[config.mk]
export PLATFORM = sky130hd
export DESIGN_NAME = fft_frame_scheduler_flat
export DESIGN_NICKNAME = d
export VERILOG_FILES = /design/src/rtl/fft_frame_scheduler_if.sv /design/src/rtl/fft_frame_scheduler.sv /design/src/flat_wrapper.sv
export SDC_FILE = /design/constraint.sdc
export NUM_CORES = 1
export LEC_CHECK = 0
export BUFFER_PORTS_ARGS = -buffer_cell sky130_fd_sc_hd__buf_2
export CAP_MARGIN = 25
export CORE_ASPECT_RATIO = 1.5
export CORE_UTILIZATION = 63
export CTS_BUF_LIST = sky130_fd_sc_hd__clkbuf_8
export DETAILED_ROUTE_END_ITERATION = 8
export PLACE_DENSITY = 0.86
export SYNTH_ARGS = -nofsm -noshare
export SYNTH_HDL_FRONTEND = slang
export SYNTH_SLANG_ARGS = --single-unit
[constraint.sdc]
create_clock -name clk -period 2.5 [get_ports clk]
set_input_delay 0.125 -clock clk [delete_from_list [all_inputs] [get_ports clk]]
set_output_delay 0.125 -clock clk [all_outputs]
set_load 0.01 [all_outputs]
[src/rtl/fft_frame_scheduler_if.sv]
// Handshake bundle between the frame scheduler and the mic / FFT / VGA side.
// The scheduler uses the master modport; the surrounding logic uses slave.
interface fft_frame_scheduler_if #(
    parameter int OVF_WIDTH = 8
);
    logic                 frame_ready;
    logic                 fft_done;
    logic                 vga_busy;
    logic                 mic_bank;
    logic                 fft_bank;
    logic                 fft_start;
    logic                 result_valid;
    logic                 busy;
    logic [OVF_WIDTH-1:0] overrun_count;
    logic                 timeout_flag;

    modport master (
        input  frame_ready, fft_done, vga_busy,
        output mic_bank, fft_bank, fft_start, result_valid, busy,
               overrun_count, timeout_flag
    );

    modport slave (
        output frame_ready, fft_done, vga_busy,
        input  mic_bank, fft_bank, fft_start, result_valid, busy,
               overrun_count, timeout_flag
    );
endinterface

[src/rtl/fft_frame_scheduler.sv]
// Ping-pong bank sequencer for mic capture -> FFT -> VGA, with frame decimation,
// RUN watchdog and overrun counting. Optional one-deep pending frame: FFT_SCHED_PENDING_EN.
module fft_frame_scheduler #(
    parameter int ADDR_WIDTH     = 9,
    parameter int FRAME_SKIP     = 0,
    parameter int TIMEOUT_CYCLES = 8192,
    parameter int OVF_WIDTH      = 8
) (
    input  logic                  clk,
    input  logic                  rst,
    fft_frame_scheduler_if.master bus
);

    localparam logic [1:0] S_IDLE    = 2'd0;
    localparam logic [1:0] S_ARM     = 2'd1;
    localparam logic [1:0] S_RUN     = 2'd2;
    localparam logic [1:0] S_PUBLISH = 2'd3;

    localparam int unsigned TMR_W  = ($clog2(TIMEOUT_CYCLES) > 0) ? $clog2(TIMEOUT_CYCLES) : 1;
    localparam int unsigned SKIP_W = ($clog2(FRAME_SKIP + 1) > 0) ? $clog2(FRAME_SKIP + 1) : 1;
    localparam logic [TMR_W-1:0]  TMR_LAST  = TMR_W'(TIMEOUT_CYCLES - 1);
    localparam logic [SKIP_W-1:0] SKIP_LAST = SKIP_W'(FRAME_SKIP);

    if (ADDR_WIDTH < 1 || TIMEOUT_CYCLES < 1 || FRAME_SKIP < 0 || OVF_WIDTH < 1) begin : g_cfg_check
        $error("fft_frame_scheduler: invalid parameter set");
    end

    logic [1:0]           state;
    logic                 mic_bank_q;
    logic                 fft_bank_q;
    logic                 fft_start_q;
    logic                 result_valid_q;
    logic                 timeout_q;
    logic [SKIP_W-1:0]    skip_cnt;
    logic [TMR_W-1:0]     timer;
    logic [OVF_WIDTH-1:0] ovf_cnt;
    logic                 frame_evt;
    logic                 overrun_evt;

`ifdef FFT_SCHED_PENDING_EN
    logic pending;

    // A parked frame is replayed as a frame_ready on the first IDLE cycle;
    // a real pulse landing in that same cycle merges with it.
    always_comb begin
        frame_evt   = bus.frame_ready | pending;
        overrun_evt = (state != S_IDLE) && bus.frame_ready && pending;
    end

    always_ff @(posedge clk) begin
        if (rst)
            pending <= 1'b0;
        else if (state == S_IDLE)
            pending <= 1'b0;
        else if (bus.frame_ready)
            pending <= 1'b1;
    end
`else
    always_comb begin
        frame_evt   = bus.frame_ready;
        overrun_evt = (state != S_IDLE) && bus.frame_ready;
    end
`endif

    always_ff @(posedge clk) begin
        if (rst) begin
            state          <= S_IDLE;
            mic_bank_q     <= 1'b0;
            fft_bank_q     <= 1'b1;
            fft_start_q    <= 1'b0;
            result_valid_q <= 1'b0;
            timeout_q      <= 1'b0;
            skip_cnt       <= '0;
            timer          <= '0;
            ovf_cnt        <= '0;
        end else begin
            fft_start_q    <= 1'b0;
            result_valid_q <= 1'b0;

            if (overrun_evt && ovf_cnt != '1)
                ovf_cnt <= ovf_cnt + 1'b1;

            case (state)
                S_IDLE: begin
                    if (frame_evt) begin
                        if (skip_cnt != SKIP_LAST) begin
                            skip_cnt <= skip_cnt + 1'b1;
                        end else begin
                            skip_cnt    <= '0;
                            fft_bank_q  <= mic_bank_q;
                            mic_bank_q  <= ~mic_bank_q;
                            fft_start_q <= 1'b1;
                            state       <= S_ARM;
                        end
                    end
                end
                S_ARM: begin
                    timer <= '0;
                    state <= S_RUN;
                end
                S_RUN: begin
                    // Completion takes priority over a coincident watchdog expiry.
                    if (bus.fft_done) begin
                        state <= S_PUBLISH;
                    end else if (timer == TMR_LAST) begin
                        timeout_q <= 1'b1;
                        state     <= S_IDLE;
                    end else begin
                        timer <= timer + 1'b1;
                    end
                end
                S_PUBLISH: begin
                    if (!bus.vga_busy) begin
                        result_valid_q <= 1'b1;
                        state          <= S_IDLE;
                    end
                end
                default: state <= S_IDLE;
            endcase
        end
    end

    assign bus.mic_bank      = mic_bank_q;
    assign bus.fft_bank      = fft_bank_q;
    assign bus.fft_start     = fft_start_q;
    assign bus.result_valid  = result_valid_q;
    assign bus.busy          = (state != S_IDLE);
    assign bus.overrun_count = ovf_cnt;
    assign bus.timeout_flag  = timeout_q;

endmodule

[src/flat_wrapper.sv]
// flat-port wrapper written by rule: the top's interface ports become plain ports
module fft_frame_scheduler_flat 
#(
    parameter int ADDR_WIDTH     = 9,
    parameter int FRAME_SKIP     = 0,
    parameter int TIMEOUT_CYCLES = 8192,
    parameter int OVF_WIDTH      = 8
)
  (clk, rst, bus_frame_ready, bus_fft_done, bus_vga_busy, bus_mic_bank, bus_fft_bank, bus_fft_start, bus_result_valid, bus_busy, bus_overrun_count, bus_timeout_flag);
  fft_frame_scheduler_if #(.OVF_WIDTH(OVF_WIDTH)) bus_i ();
  input  logic clk;
  input  logic rst;
  input wire logic [$bits(bus_i.frame_ready)-1:0] bus_frame_ready;
  input wire logic [$bits(bus_i.fft_done)-1:0] bus_fft_done;
  input wire logic [$bits(bus_i.vga_busy)-1:0] bus_vga_busy;
  output wire logic [$bits(bus_i.mic_bank)-1:0] bus_mic_bank;
  output wire logic [$bits(bus_i.fft_bank)-1:0] bus_fft_bank;
  output wire logic [$bits(bus_i.fft_start)-1:0] bus_fft_start;
  output wire logic [$bits(bus_i.result_valid)-1:0] bus_result_valid;
  output wire logic [$bits(bus_i.busy)-1:0] bus_busy;
  output wire logic [$bits(bus_i.overrun_count)-1:0] bus_overrun_count;
  output wire logic [$bits(bus_i.timeout_flag)-1:0] bus_timeout_flag;
  assign bus_i.frame_ready = bus_frame_ready;
  assign bus_i.fft_done = bus_fft_done;
  assign bus_i.vga_busy = bus_vga_busy;
  assign bus_mic_bank = bus_i.mic_bank;
  assign bus_fft_bank = bus_i.fft_bank;
  assign bus_fft_start = bus_i.fft_start;
  assign bus_result_valid = bus_i.result_valid;
  assign bus_busy = bus_i.busy;
  assign bus_overrun_count = bus_i.overrun_count;
  assign bus_timeout_flag = bus_i.timeout_flag;
  fft_frame_scheduler #(.ADDR_WIDTH(ADDR_WIDTH), .FRAME_SKIP(FRAME_SKIP), .TIMEOUT_CYCLES(TIMEOUT_CYCLES), .OVF_WIDTH(OVF_WIDTH)) u_core (.clk(clk), .rst(rst), .bus(bus_i));
endmodule
# Word level (Yosys, flattened, before mapping)

Index checks and enable logic that the tools add are counted.

Reductions and logical operators: 12
Multiplexer cells: 12
Add/subtract/negate cells: 3
Bitwise logic cells: 6
Equality and inequality tests: 11

Operators by type and width:

| operator                                             | number |
|---|---|
| 2-to-1 mux 13 bit                                    | 2 |
| one-hot mux 13 bit (2 select lines)                  | 1 |
| adder 13 x 1 -> 13 bit (second input constant)       | 1 |
| equality test 13 bit (second input constant)         | 1 |
| 2-to-1 mux 2 bit                                     | 5 |
| != test 2 bit (second input constant)                | 5 |
| AND reduction 3 bit                                  | 3 |
| adder 8 x 1 -> 8 bit (second input constant)         | 1 |
| != test 8 bit (second input constant)                | 1 |
| one-hot mux 2 bit (4 select lines)                   | 1 |
| NOT 1 bit                                            | 6 |
| equality test 2 bit (second input constant)          | 2 |
| AND reduction 4 bit                                  | 1 |
| nonzero test 2 bit                                   | 2 |
| 2-to-1 mux 1 bit                                     | 3 |
| != test 3 x 2 -> 1 bit (second input constant)       | 1 |
| OR reduction 3 bit                                   | 1 |
| equality test 2 x 1 -> 1 bit (second input constant) | 1 |
| logical AND 1 bit                                    | 2 |
| logical NOT 2 bit                                    | 1 |
| AND reduction 2 bit                                  | 1 |
| OR reduction 2 bit                                   | 1 |
| adder 1 bit (second input constant)                  | 1 |

Word-level logic and storage cells: 53
Output and inout bits: 14
Input port bits: 5
Register bits after elaboration: 29

# Longest topological paths before layout

Depth in word-level cells: 4
Gate-level depth with buffers: 6
Mapped depth without buffers: 5

# Worst setup path before layout

Ideal clock, no wire load.

Path type: flip-flop to flip-flop
From: register u_core.timer[0]
To: register u_core.timer[10]
Stages on the path, launching flop included: 6
Period minus slack after synthesis: 1591 ps
Data required time: 2409 ps
Path slack: 909 ps
Buffers on the path: 0
Setup time: 91 ps
Data arrival time: 1501 ps
Cells stage by stage: dfxtp_1 -> ha_1 -> nand4_1 -> nor3_1 -> o21ai_2 -> a311oi_1

Cells in the longest elaborated chain, start to end: 4
Elaborated cells on any way between the ends: 7
Those cells by class: add/sub (1); eq/ne (2); mux (3); reduce/logical (1)

RTL lines:

| item                                | RTL line                   | RTL |
|---|---|---|
| start: declaration                  | fft_frame_scheduler.sv:35  | `logic [TMR_W-1:0] timer;` |
| start signal: assignment            | fft_frame_scheduler.sv:109 | `timer <= timer + 1'b1;` |
| adder 13 x 1 -> 13 bit              | fft_frame_scheduler.sv:109 |  |
| 2-to-1 mux 13 bit                   | fft_frame_scheduler.sv:105 | `end else if (timer == TMR_LAST) begin` |
| 2-to-1 mux 13 bit                   | fft_frame_scheduler.sv:103 | `if (bus.fft_done) begin` |
| one-hot mux 13 bit (2 select lines) | fft_frame_scheduler.sv:83  | `case (state)` |

Several ways; a longest one is shown, not always the timed one. The select of a mux whose other input is x is not followed.
A chain may end at the register's enable or synchronous reset.

# Final worst setup path

Same ends and word-level chain as after synthesis.

==> results.ini <==
[sta]
rsz0062_at_grt=no
maxSlewViolCount=0
min_period_over_period_pct=77.51
fmax_mhz=516.0
period_needed_ns=1.938
slew_headroom_pct=50.65
final-hold-violation-count=0
skew_ns=0.002302
setup_violations=0
setup_tns_ns=0
tightest_slew_ns=0.7387

[routing]
drt_iter0_drc=46
drt-total-wl_um=3088
first_pass_iters=4
viasPerCell=6.682
post_drt_wl_per_cell_um=15.60
ant_nets=0
route.detailed.drc=0
dr_total_vias=1323

[floorplanning]
die_h_um=59.87
die_area_um2=2429
die_w_um=40.58
io_pins=19
num_rows=20
start_util_pct=67.71
core_um2=2077

[placement]
placedCellCount=194
place.gp.congestion=0.8544
dpl_cell_area_um2=1479
io_buffers=18
detailed_place_hpwl_um=2172

[global_route]
grt_max_degree=27
grt_pass1_vias=1133
grt.total_usage_pct=28.24
antenna_found_initial=0
gr-total-overflow=0
grt_pass1_wl_um=4705

[power]
leakage_nw=0.5181
p_int_w=0.0006340
p_sw_w=0.0002176
power_frac_comb_pct=11.2
clockPowerShare_pct=33.4
netSwitchingFraction_pct=25.55
seqPwrFrac_pct=55.4
irDropWorstVdd_mv=0.5280
p_per_area_nw_per_um2=555.2

[clocking]
post_cts_buffers=0
cts_tree=done
cts_root_buffer=clkbuf_8
post_cts_resized=0
postCtsHoldBufs=0
clkTransAtPathRegs_ns=0.09
htreeDepth=1
clockBufferDepth=2
insertion_delay_ns=0.28
clkSinkCount=28
numCtsBuffers=3

[logic_synthesis]
syn_avg_cell_area_um2=8.628
synth_top_family_by_area=simple AND/OR/NAND/NOR gates
syn_nets=170
yosysUniqueCellTypes=43
seq_area_frac_synth_pct=39.86
synth_simple_gate_area_share_pct=26.07
ys_async_sr_fraction_pct=0
synthAdderAreaFrac_pct=1.779
netlist_area_um2=1406
synthMuxAreaShare_pct=2.224
ys_ff_latch=28
synth_ff_type=dfxtp_1
syn_inst=163
synth-compound-area-share_pct=23.58
yosys.area_share.xor_xnor_pct=2.491
synth_warnings=0
synth_edf_count=0

[worst_setup_path]
worst-setup-path-type=flip-flop to flip-flop
arrival_ns=2.13
endpoint_kind=flip-flop
crit_path_max_fanout=9
r2r_start=u_core.timer[0]
critPathLaunchType=flip-flop
reg2reg_slack_ns=0.56
cp.required_ns=2.69
r2r_end=u_core.timer[10]
reg2reg_depth=5

[final_layout]
final_cells=198
syn_to_final_growth_pct=9.075
multi_input_comb_area_um2=789.5
nNetsFinal=184
mostFrequentLayoutCell=dfxtp_1
register_area_um2=560.5
n_fill_cell=164
final_cell_mix=28 x dfxtp_1, 18 x buf_2, 15 x nand2_1
antenna_cells=0
drive_gt1_share_pct=15.34
design_area_um2=1534

[worst_hold_path]
hold_depth=2
hold_path.class=primary input to flip-flop
hold_path_end=u_core.bus.result_valid
hp-start=bus_vga_busy

[job]
cap_violations=0

[run_status]
status=finished clean

-- worst max-delay path, stage by stage (launching register included) --
cell	delay, ns
dfxtp_1	0.43
ha_1	0.27
nand4_1	0.24
nor3_1	0.39
o21ai_2	0.22
a311oi_1	0.30
-- cell families after synthesis --
logic type                 count (synthesis)
and+or+nand+nor                           70
AOI/OAI and AO/OA                         44
DFF                                       28
buffers and inverters                     12
xor gates and xnor gates                   4
muxes                                      3
adders and majority gates                  2
-- how the worst max path moves through the flow --
stage | from | endpoint | slack (ns) | depth (start not counted)
after floorplan | u_core.timer[0] | u_core.timer[10] | 0.91 | 5
after global placement | u_core.timer[0] | u_core.timer[3] | 0.77 | 5
after detailed placement | u_core.timer[0] | u_core.timer[6] | 0.65 | 5
after CTS | u_core.timer[0] | u_core.timer[6] | 0.57 | 5
after global routing | u_core.timer[0] | u_core.timer[2] | 0.30 | 5
final | u_core.timer[0] | u_core.timer[10] | 0.56 | 5
-- cell type report --
class                           instances  area share [%]
Sequential cell                        28           36.54
Inverter                                3          0.7341
Multi-Input combinational cell        123           51.47
Tap cell                               22           1.794
Clock buffer                            4           3.589
Timing Repair Buffer                   18           5.873
-- state kept, by name, indices dropped and copies added, names as in the netlist --
register,cells
u_core.state,2
u_core.bus.fft_bank,1
u_core.bus.fft_start,1
u_core.bus.result_valid,1
u_core.bus.timeout_flag,1
u_core.bus.overrun_count,8
u_core.bus.mic_bank,1
u_core.timer,13
-- Yosys cell counts (2+ instances only) --
library cell	n	area share, %
a211oi_1	3	1.6
a21oi_1	9	3.2
a311oi_1	6	3.7
a31oi_1	2	0.89
a32o_1	2	1.4
a41oi_1	3	1.9
and4_1	4	2.5
buf_2	2	0.71
clkbuf_1	5	1.3
dfxtp_1	28	40
ha_1	2	1.8
inv_1	3	0.80
mux2i_1	2	1.4
nand2_1	15	4.0
nand2b_1	4	1.8
nand3_1	12	4.3
nand4_1	4	1.8
nor2_1	12	3.2
nor3_1	7	2.5
nor4_1	4	1.8
o21ai_0	7	2.5
o21ai_1	2	0.71
o31ai_1	3	1.6
xnor2_1	3	1.9
-- metrics by stage --
step                      utilization (%)  hold slack (ns)  setup WS (ns)  total power [W]
after floorplan                         -           0.2043         0.9085        0.0005491
after global routing                73.86          0.04580         0.2965        0.0008810
final                               73.86          0.03854         0.5622        0.0008516
after detailed placement            71.20           0.3369         0.6505        0.0005758
after CTS                           73.86          0.03786         0.5689        0.0008517
after global placement              71.20           0.3152         0.7675        0.0005722
-- routing by layer --
metal | vias up | routed length, um | global-route usage (%)
met2 | 51 | 1608 | 47.85
met4 | 0 | 85 | 14.76
met3 | 11 | 131 | 5.204
met5 | - | 0 | 0
met1 | 615 | 1262 | 31.53
li1 | 646 | - | -
-- power by group through the flow --
stage          combinational, W  sequential [W]  clock (W)
3_3_place_gp          0.0000914        0.000481          0
3_5_place_dp          0.0000942        0.000482          0
4_1_cts               0.0000957        0.000471   0.000285
5_1_grt                0.000105        0.000474   0.000302
2_1_floorplan         0.0000679        0.000481          0
6_report              0.0000955        0.000471   0.000285
Power figures use the tool's default switching activity.
